File: src/rtl/mux2_arb_16b.sv
`default_nettype none
// ============================================================================
// Module   : mux2_arb_16b
// Brief    : Round-robin, burst-bounded arbiter driving a 16-bit 2:1 mux into
//            a one-entry valid/ready output register.
// Revision : 1.0 - initial release
// ============================================================================
module mux2_arb_16b #(
    parameter int unsigned MAX_BURST = 4
) (
    input  logic        clk,
    input  logic        rst,
    input  logic        req_a,
    input  logic [15:0] data_a,
    input  logic        req_b,
    input  logic [15:0] data_b,
    output logic        ack_a,
    output logic        ack_b,
    output logic        sel,
    output logic        out_valid,
    output logic [15:0] out_data,
    output logic        out_src,
    input  logic        out_ready
);

    localparam logic [7:0] BURST_LIM = 8'(MAX_BURST);
    localparam logic [7:0] CNT_SAT   = 8'hFF;

    typedef enum logic [1:0] {
        IDLE  = 2'd0,
        OWN_A = 2'd1,
        OWN_B = 2'd2
    } state_t;

    state_t      state_q, state_d;
    logic [7:0]  cnt_q, cnt_d;
    logic        last_q;
    logic        sel_q;
    logic        out_valid_q;
    logic [15:0] out_data_q;
    logic        out_src_q;

    logic        cap_en;
    logic        grant;
    logic        grant_src;
    logic [7:0]  cnt_inc;

    assign cap_en  = !out_valid_q || out_ready;
    assign cnt_inc = (cnt_q == CNT_SAT) ? cnt_q : cnt_q + 8'd1;

    // rst also gates the grant so acks drop the moment reset is asserted.
    always_comb begin
        state_d   = state_q;
        cnt_d     = cnt_q;
        grant     = 1'b0;
        grant_src = sel_q;
        if (cap_en && !rst) begin
            case (state_q)
                OWN_A: begin
                    if (req_a && ((cnt_q < BURST_LIM) || !req_b)) begin
                        grant     = 1'b1;
                        grant_src = 1'b0;
                        cnt_d     = cnt_inc;
                    end else if (req_b) begin
                        grant     = 1'b1;
                        grant_src = 1'b1;
                        state_d   = OWN_B;
                        cnt_d     = 8'd1;
                    end else begin
                        state_d   = IDLE;
                        cnt_d     = 8'd0;
                    end
                end
                OWN_B: begin
                    if (req_b && ((cnt_q < BURST_LIM) || !req_a)) begin
                        grant     = 1'b1;
                        grant_src = 1'b1;
                        cnt_d     = cnt_inc;
                    end else if (req_a) begin
                        grant     = 1'b1;
                        grant_src = 1'b0;
                        state_d   = OWN_A;
                        cnt_d     = 8'd1;
                    end else begin
                        state_d   = IDLE;
                        cnt_d     = 8'd0;
                    end
                end
                default: begin
                    if (req_a || req_b) begin
                        grant     = 1'b1;
                        // On a tie the requester not granted last wins.
                        grant_src = (req_a && req_b) ? !last_q : req_b;
                        state_d   = grant_src ? OWN_B : OWN_A;
                        cnt_d     = 8'd1;
                    end else begin
                        state_d   = IDLE;
                        cnt_d     = 8'd0;
                    end
                end
            endcase
        end
    end

    assign ack_a     = grant && !grant_src;
    assign ack_b     = grant && grant_src;
    assign sel       = grant ? grant_src : sel_q;
    assign out_valid = out_valid_q;
    assign out_data  = out_data_q;
    assign out_src   = out_src_q;

    always_ff @(posedge clk or posedge rst) begin
        if (rst) begin
            state_q <= IDLE;
            cnt_q   <= 8'd0;
            sel_q   <= 1'b0;
            last_q  <= 1'b1;
        end else begin
            state_q <= state_d;
            cnt_q   <= cnt_d;
            sel_q   <= sel;
            if (grant) begin
                last_q <= grant_src;
            end
        end
    end

    always_ff @(posedge clk or posedge rst) begin
        if (rst) begin
            out_valid_q <= 1'b0;
            out_data_q  <= 16'h0000;
            out_src_q   <= 1'b0;
        end else if (grant) begin
            out_valid_q <= 1'b1;
            out_data_q  <= grant_src ? data_b : data_a;
            out_src_q   <= grant_src;
        end else if (cap_en) begin
            out_valid_q <= 1'b0;
        end
    end

endmodule
`default_nettype wire

File: config.mk
export PLATFORM = sky130hd
export DESIGN_NAME = mux2_arb_16b
export DESIGN_NICKNAME = d
export VERILOG_FILES = /design/src/rtl/mux2_arb_16b.sv
export SDC_FILE = /design/constraint.sdc
export NUM_CORES = 1
export LEC_CHECK = 0
export ABC_AREA = 1
export ABC_CLOCK_PERIOD_IN_PS = 3100
export BUFFER_PORTS_ARGS = -buffer_cell sky130_fd_sc_hd__buf_2
export CAP_MARGIN = 20
export CORE_MARGIN = 5
export CORE_UTILIZATION = 45
export CTS_BUF_LIST = sky130_fd_sc_hd__clkbuf_4
export CTS_CLUSTER_DIAMETER = 60
export DETAILED_ROUTE_END_ITERATION = 16
export GPL_TIMING_DRIVEN = 0
export MAX_ROUTING_LAYER = met4
export PLACE_DENSITY = 0.7
export SETUP_SLACK_MARGIN = 0.4
export SLEW_MARGIN = 10
export SYNTH_ARGS = -nofsm -noshare
export SYNTH_HDL_FRONTEND = slang
export SYNTH_SLANG_ARGS = --single-unit
File: constraint.sdc
create_clock -name clk -period 3.1 [get_ports clk]
set_clock_uncertainty 0.1 [all_clocks]
set_input_delay 0.62 -clock clk [delete_from_list [all_inputs] [get_ports clk]]
set_output_delay 0.62 -clock clk [all_outputs]
set_load 0.01 [all_outputs]
Word-level counts from Yosys, hierarchy flattened. Index checks and enable logic that the tools add are counted.

Bits in registers: 30. Input bits: 37. Output and inout bits: 21.

Add/subtract/negate cells: 1. $lt $le $gt $ge: 1. Equal/unequal tests: 5. Multiplexer cells: 33. Reduce and logical (&&, ||, !) cells: 18.

Operators by type and width (count): 8-bit two-way mux (3); 1-bit two-way mux (20); 16-bit two-way mux (1); 8-bit one-hot mux with 2 select lines (1); 2-bit two-way mux (5); 8-bit by 1-bit adder with 8-bit output, second input constant (1); 8-bit == test, second input constant (1); 8-bit by 3-bit less-than comparator with 1-bit output, second input constant (1); 1-bit logical AND (6); 1-bit logical NOT (6); 1-bit logical OR (4); 2-bit != test, second input constant (2); 1-bit one-hot mux with 2 select lines (2); 2-bit one-hot mux with 2 select lines (1); 3-bit AND reduction (1); 2-bit by 1-bit == test with 1-bit output, second input constant (1); 2-bit == test, second input constant (1); 2-bit nonzero test (1).

Logic depth before layout (Yosys ltp). Gate-level depths: netlist of run 1.

Depth after elaboration: 8. Gate-level depth with buffers: 11. Depth with buffers taken out: 11.

Worst setup path after synthesis of run 1. No wires, ideal clock.

Path type: input to output. Start point: in rst. End point: out ack_a. Arrival time: 2.214 ns. Data required time: 2.380 ns. Slack: 0.166 ns. Stages on the path: 6. Buffers on the path: 1. Path through: inv_1 -> o21ai_4 -> nor2_4 -> inv_2 -> buf_2 -> a21oi_1.

Longest elaborated chain between the ends: 5. Elaborated cells on any way between the ends: 6. Classes of those cells: mux (2); reduce/logical (4).

RTL lines: start, declared (RTL line 12) `input logic rst,`; 1-bit logical NOT (no source line) *; 1-bit logical AND * (RTL line 57) `if (cap_en && !rst) begin`; 1-bit two-way mux (RTL line 57); 1-bit logical NOT (RTL line 105) `assign ack_a = grant && !grant_src;`; 1-bit logical AND * (RTL line 105); end, declared (RTL line 17) `output logic ack_a,`.

Every way passes the cells marked *; elsewhere a longest branch is shown, timed or not.

Worst setup path after layout of run 1.
Start point: reg state_q[0]. End point: out ack_a.

Longest elaborated chain between the ends: 5. Elaborated cells on any way between the ends: 8. Classes of those cells: eq/ne (2); mux (4); reduce/logical (2).

RTL lines: start, declared (RTL line 35) `state_t state_q, state_d;`; start signal, assigned (RTL line 119) `state_q <= state_d;`; 2-bit == test or 2-bit by 1-bit == test with 1-bit output (tied branches) (RTL line 58) `case (state_q)`; 1-bit one-hot mux with 2 select lines (RTL line 58); 1-bit two-way mux (RTL line 57); 1-bit logical NOT (RTL line 105); 1-bit logical AND * (RTL line 105).

Marked as above.

==> impl_metrics.ini, run 1 <==
[outcome]
status = finished, final reports clean

[logic_synthesis]
syn_inst = 212
yosysSeqAreaShare_pct = 40.12
syn-cell-area_sq_um = 1874
yosysUniqueCellTypes = 36
syn-num-nets = 252
synth_warnings = 0
synth-seq-cells = 30
syn_avg_cell_area_sq_um = 8.841

[global_route]
antenna_found_initial = 0
grtUsageTotal_pct = 18.71
grt_max_degree = 16
grt-ovfl-total = 0
grt_pass1_wl_um = 7762
grt_pass1_vias = 1692

[layout]
layout.area.seq_sq_um = 752.0
final_cell_mix = 59 x buf_2, 47 x nand2_1, 29 x dfrtp_1
design_area_sq_um = 2369
final_util_pct = 58.79
num_antenna_cells = 0
fillCellCount = 384
drive_gt1_share_pct = 42.20
final_common_cell = buf_2
final_nets = 321
multi_input_area_sq_um = 985.9
syn_to_final_growth_pct = 26.37

[drt]
vias = 1686
ant_nets = 0
route.detailed.drc = 0
dr.pass1.iters = 4
drt-total-wl_um = 4439
drt_iter0_drc = 65
wl_per_cell_um = 13.37
vias_per_cell = 5.078

[worst_setup_path]
critPathKind = reg2out
crit_path_top_delay_cell = dfrtp_1
cp_max_fo = 10
path_buf_inv = 4
worst_setup_path_end_kind = output port
required_ps = 2380
critPathMaxStageDelay_ps = 350
worstPathArrival_ps = 1880
path_delay_family = buffers and inverters
worstPathCellList = inv_1, ha_4, inv_2, nor3_4, nor2_8, buf_6, a21oi_1, buf_2
startpoint_type = flip-flop

[die]
fp.dieArea_sq_um = 5555
die_w_um = 74.54
initial_core_util_pct = 46.52
io_pins = 58
core.rowCount = 23
die_height_um = 74.54
core_sq_um = 4029

[placed_design]
place_congestion = 0.8364
dpl-instance-area_sq_um = 2226
pre_cts_ws_ps = -162.4
hpwl_um = 3220
numPortBuffers = 57

[sta]
period_share_pct = 83.83
whs_ps = 277.1
min_period_ps = 2599
rsz0062_at_grt = false
worst_pin_slew_ps = 736.8
slew_headroom_pct = 50.61
hold_viol_final = 0
fmax_mhz = 384.8
setup_viol = 0
layout_setup_ws_ps = 501.1
drv_slew = 0

[clock_tree]
clock_sinks = 30
clkLatencyLatePin_ps = 320
root_buffer = clkbuf_4
cts_buffers = 5
cts.htree.levels = 2
cts_tree = done
ctsHoldBuffers = 0
clkSlewWorstSetupHoldPaths_ps = 100
cts_buffer_depth = 2

[power_and_ir_drop]
power_density_nw_per_um2 = 765.9
vdd_drop_max_mv = 0.4126
power_w = 0.001814
leakagePower_nw = 1.202

[job]
cap_viol_max_count = 0

[worst_hold_path]
hp-class = in2async
-- what timing repair did --
action / CTS / global route
buffers inserted: 1 / 3
pin swaps: 1 / 2
gates resized for setup: 3 / 3
endpoints found under the setup margin: 3 / 2
cloned: 1 / 0
-- cells in the mapped netlist --
cell type,n,area share [%]
nand4_1,17,5.7
clkbuf_4,1,0.40
nor2_1,10,2.0
ha_1,3,2.0
nor2_2,2,0.67
xor2_1,1,0.47
inv_1,15,3.0
o21ai_4,1,0.87
a31oi_1,1,0.33
nor2_8,1,1.1
o21ai_0,5,1.3
nor3_4,1,0.87
clkbuf_8,1,0.73
dfstp_2,1,1.4
buf_12,1,1.1
nand3_1,25,6.7
nand2_2,1,0.33
a21oi_1,8,2.1
xnor2_1,2,0.93
buf_6,3,1.8
nand3_2,21,11
nor2_4,2,1.2
nand2_4,1,0.60
o22ai_1,1,0.33
buf_4,1,0.40
nand2_1,47,9.4
a21boi_2,1,0.60
mux2i_1,1,0.53
dfrtp_1,29,39
buf_2,2,0.53
o31ai_1,1,0.40
clkinv_2,1,0.27
o32ai_1,1,0.47
nand3_4,1,0.93
o21a_1,1,0.40
inv_2,1,0.20
-- power by group --
group | total [W] | switching, W | internal (W)
clock network | 0.000326 | 0.000137 | 0.000189
logic | 0.000883 | 0.000503 | 0.000380
registers | 0.000606 | 0.0000828 | 0.000523
total | 0.00181 | 0.000723 | 0.00109
-- layout make-up --
class,instances,share of cell area (%)
Buffer,9,4.068
Clock buffer,7,2.219
Clock inverter,1,1.268
Inverter,17,2.905
Multi-Input combinational cell,156,41.63
Sequential cell,30,31.75
Tap cell,50,2.641
Timing Repair Buffer,61,13.31
Timing Repair inverter,1,0.2113
-- sequential cells by signal, summed over array words and instances (netlist names) --
signal and cells:
last_q 1, cnt_q 8, out_src 1, sel_q 1
state_q 2, out_valid 1, out_data 16
-- metal layers --
metal	vias up	wire, um	GRT usage, %
met5	-	0	-
li1	864	-	-
met4	0	40	4.545
met2	60	2063	29.37
met1	757	2076	24.72
met3	5	259	4.054
-- worst paths after layout --
path	from	end	slack [ps]	cells past startpoint
setup reg to reg	state_q[1]	out_data[4]	1350	10
min in group clk	out_src	out_src	400	2
max in group asynchronous	rst	cnt_q[0]	2220	2
setup / recovery	state_q[0]	ack_a	500	8
hold reg to reg	out_src	out_src	400	2
hold / removal	rst	out_data[5]	280	3
-- worst reg2reg max path, delay by kind of cell (launching register included) --
kind	cells	cell delay [ps]
fa+ha+maj	1	210
flops	1	410
simple gates	5	380
compound gates	1	150
buf+inv	3	410
-- metrics by stage --
stage / setup TNS (ps) / std cells
floorplan: 0 / 212
global placement: -179.7 / 319
detailed placement: -181.9 / 319
CTS: 0 / 329
global route: 0 / 332
finish: 0 / 332
-- kinds of logic (layout without fill, tap and decap cells) --
logic type / count (synthesis) / after routing / share of synthesized area (%)
buf+inv: 26 / 96 / 8.411
simple gates: 129 / 129 / 40.65
xor+xnor: 3 / 3 / 1.402
compound gates: 20 / 20 / 6.877
fa+ha+maj: 3 / 3 / 2.003
flops: 30 / 30 / 40.12
mux: 1 / 1 / 0.5341
No activity file was read; power rests on OpenSTA's default activity.
==> run 2, diff against run 1 <==
--- a/config.mk
+++ b/config.mk
@@ -6,7 +6,7 @@
 export NUM_CORES = 1
 export LEC_CHECK = 0
 export ABC_AREA = 1
-export ABC_CLOCK_PERIOD_IN_PS = 3100
+export ABC_CLOCK_PERIOD_IN_PS = 2150
 export BUFFER_PORTS_ARGS = -buffer_cell sky130_fd_sc_hd__buf_2
 export CAP_MARGIN = 20
 export CORE_MARGIN = 5
@@ -16,7 +16,7 @@
 export DETAILED_ROUTE_END_ITERATION = 16
 export GPL_TIMING_DRIVEN = 0
 export MAX_ROUTING_LAYER = met4
-export PLACE_DENSITY = 0.7
+export PLACE_DENSITY = 0.72
 export SETUP_SLACK_MARGIN = 0.4
 export SLEW_MARGIN = 10
 export SYNTH_ARGS = -nofsm -noshare
==> constraint.sdc (replaced) <==
create_clock -name clk -period 2.15 [get_ports clk]
set_clock_uncertainty 0.1 [all_clocks]
set_input_delay 0.43 -clock clk [delete_from_list [all_inputs] [get_ports clk]]
set_output_delay 0.43 -clock clk [all_outputs]
set_load 0.01 [all_outputs]
==> impl_metrics.ini, run 2 (synthesized netlist as in run 1, its figures left out) <==
[global_route]
grt-ovfl-total = 0
grtUsageTotal_pct = 19.45
grt_max_degree = 16
grt_pass1_vias = 1759
antenna_found_initial = 0
grt_pass1_wl_um = 8017

[sta]
slew_headroom_pct = 53.38
rsz0062_at_grt = true
fmax_mhz = 435.5
fin_tns_setup_ps = -327.8
drv_slew = 0
worst_pin_slew_ps = 695.5
period_share_pct = 106.8
whs_ps = 78.57
hold_viol_final = 0
setup_viol = 3
layout_setup_ws_ps = -146.3
min_period_ps = 2296

[worst_setup_path]
worstPathCellList = ha_4, inv_4, nor3_4, nor2_8, buf_6, a21oi_4, buf_6
critPathKind = reg2out
path_buf_inv = 3
worst_setup_path_end_kind = output port
critPathMaxStageDelay_ps = 430
crit_path_top_delay_cell = dfrtp_1
worstPathArrival_ps = 1770
cp_max_fo = 3
crit_top_cell = buf_6
cp.depth = 7
r2r_start = state_q[1]
path_delay_family = flip-flops
startpoint = state_q[1]
startpoint_type = flip-flop
required_ps = 1620
reg2regPathDepth = 10

[layout]
fillCellCount = 338
largest_reg_flops = 16
syn_to_final_growth_pct = 39.25
multi_input_area_sq_um = 1056
final_common_cell = buf_2
drive_gt1_share_pct = 49.67
layoutNonFillerInstCount = 350
final_cell_mix = 54 x buf_2, 45 x nand2_1, 26 x dfrtp_1
num_antenna_cells = 0
layout.area.seq_sq_um = 755.7
final_nets = 339

[clock_tree]
clkLatencyLatePin_ps = 330
ctsHoldBuffers = 0
root_buffer = clkbuf_4
cts_buffers = 5
cts.htree.levels = 2
clock_sinks = 30
cts_tree = done
clkSlewWorstSetupHoldPaths_ps = 100
cts_buffer_depth = 2

[drt]
drt-total-wl_um = 4991
vias_per_cell = 5.234
ant_nets = 0
vias = 1832
drt_iter0_drc = 89
route.detailed.drc = 0
dr.pass1.iters = 4
wl_per_cell_um = 14.26

[placed_design]
dp_cells = 319
pre_cts_ws_ps = -564.5
numPortBuffers = 57
place_congestion = 0.8438
hpwl_um = 3304

[die]
die_height_um = 74.54
io_pins = 58
core_sq_um = 4029
core.rowCount = 23
initial_core_util_pct = 46.52
die_w_um = 74.54
fp.dieArea_sq_um = 5555

[power_and_ir_drop]
power_density_nw_per_um2 = 1118
vdd_drop_max_mv = 0.6052
leakagePower_nw = 1.301

[outcome]
failed_checks = negative setup slack
status = complete, but fails checks

[job]
cap_viol_max_count = 0

[worst_hold_path]
hp-class = in2async
-- run 2: cell types whose count changed in the layout (fill, tap and decap cells not counted), moves of 2 or more --
cell     before  now
buf_2        59   54
buf_4         4   20
buf_6         4    9
dfrtp_1      29   26
dfrtp_2       0    3
inv_1        13   11
nand2_1      47   45
nand2_2       1    3
nand3_1      24   21
nand3_2      22   24
-- run 2: routing by layer --
| metal | part of all wire [%] | wire length [um] | up-vias | track usage (%) |
|---|---|---|---|---|
| li1 | - | - | 910 | - |
| met1 | 44 | 2195 | 861 | 24.07 |
| met2 | 50 | 2478 | 55 | 31.32 |
| met3 | 5.3 | 264 | 6 | 5.135 |
| met4 | 1.0 | 52 | 0 | 5.534 |
| met5 | 0 | 0 | - | - |
-- run 2: area by class of cell --
type | instances | share of cell area (%)
clock inverters | 1 | 0.1438
repair inverters | 1 | 0.1918
repair buffers | 79 | 18.94
multi-input cells | 156 | 40.46
inverters | 17 | 2.733
well taps | 50 | 2.397
plain buffers | 9 | 4.171
flip-flops and latches | 30 | 28.95
clock buffers | 7 | 2.013
-- run 2: what timing repair did --
item | in CTS | in global routing
endpoints found under the hold margin | 0 | 0
resized for setup | 12 | 12
endpoints found under the setup margin | 33 | 24
buffers inserted | 12 | 9
pin swaps | 6 | 7
gates cloned | 1 | 1
-- run 2: final timing paths --
check | slack [ps] | end
min | 80 | cnt_q[4]
min in group clk | 210 | out_valid
max reg2reg | 240 | out_data[8]
max | -150 | ack_a
min reg2reg | 380 | out_src
max in group asynchronous | 1490 | cnt_q[0]
-- run 2: metrics by stage --
stage	utilization, %	cell area [sq um]	total power (W)
detailed placement	56.18	2263	0.002102
global placement	56.18	2263	0.002071
global route	64.78	2610	0.003126
floorplan	-	1916	0.001730
finish	64.78	2610	0.002919
CTS	61.27	2469	0.002737
-- run 2: power breakdown --
group | internal (W) | total (W) | switching, W
Clock | 0.000151 | 0.000353 | 0.000202
Sequential | 0.000757 | 0.000879 | 0.000122
Combinational | 0.000813 | 0.00169 | 0.000874
Total | 0.00172 | 0.00292 | 0.00120
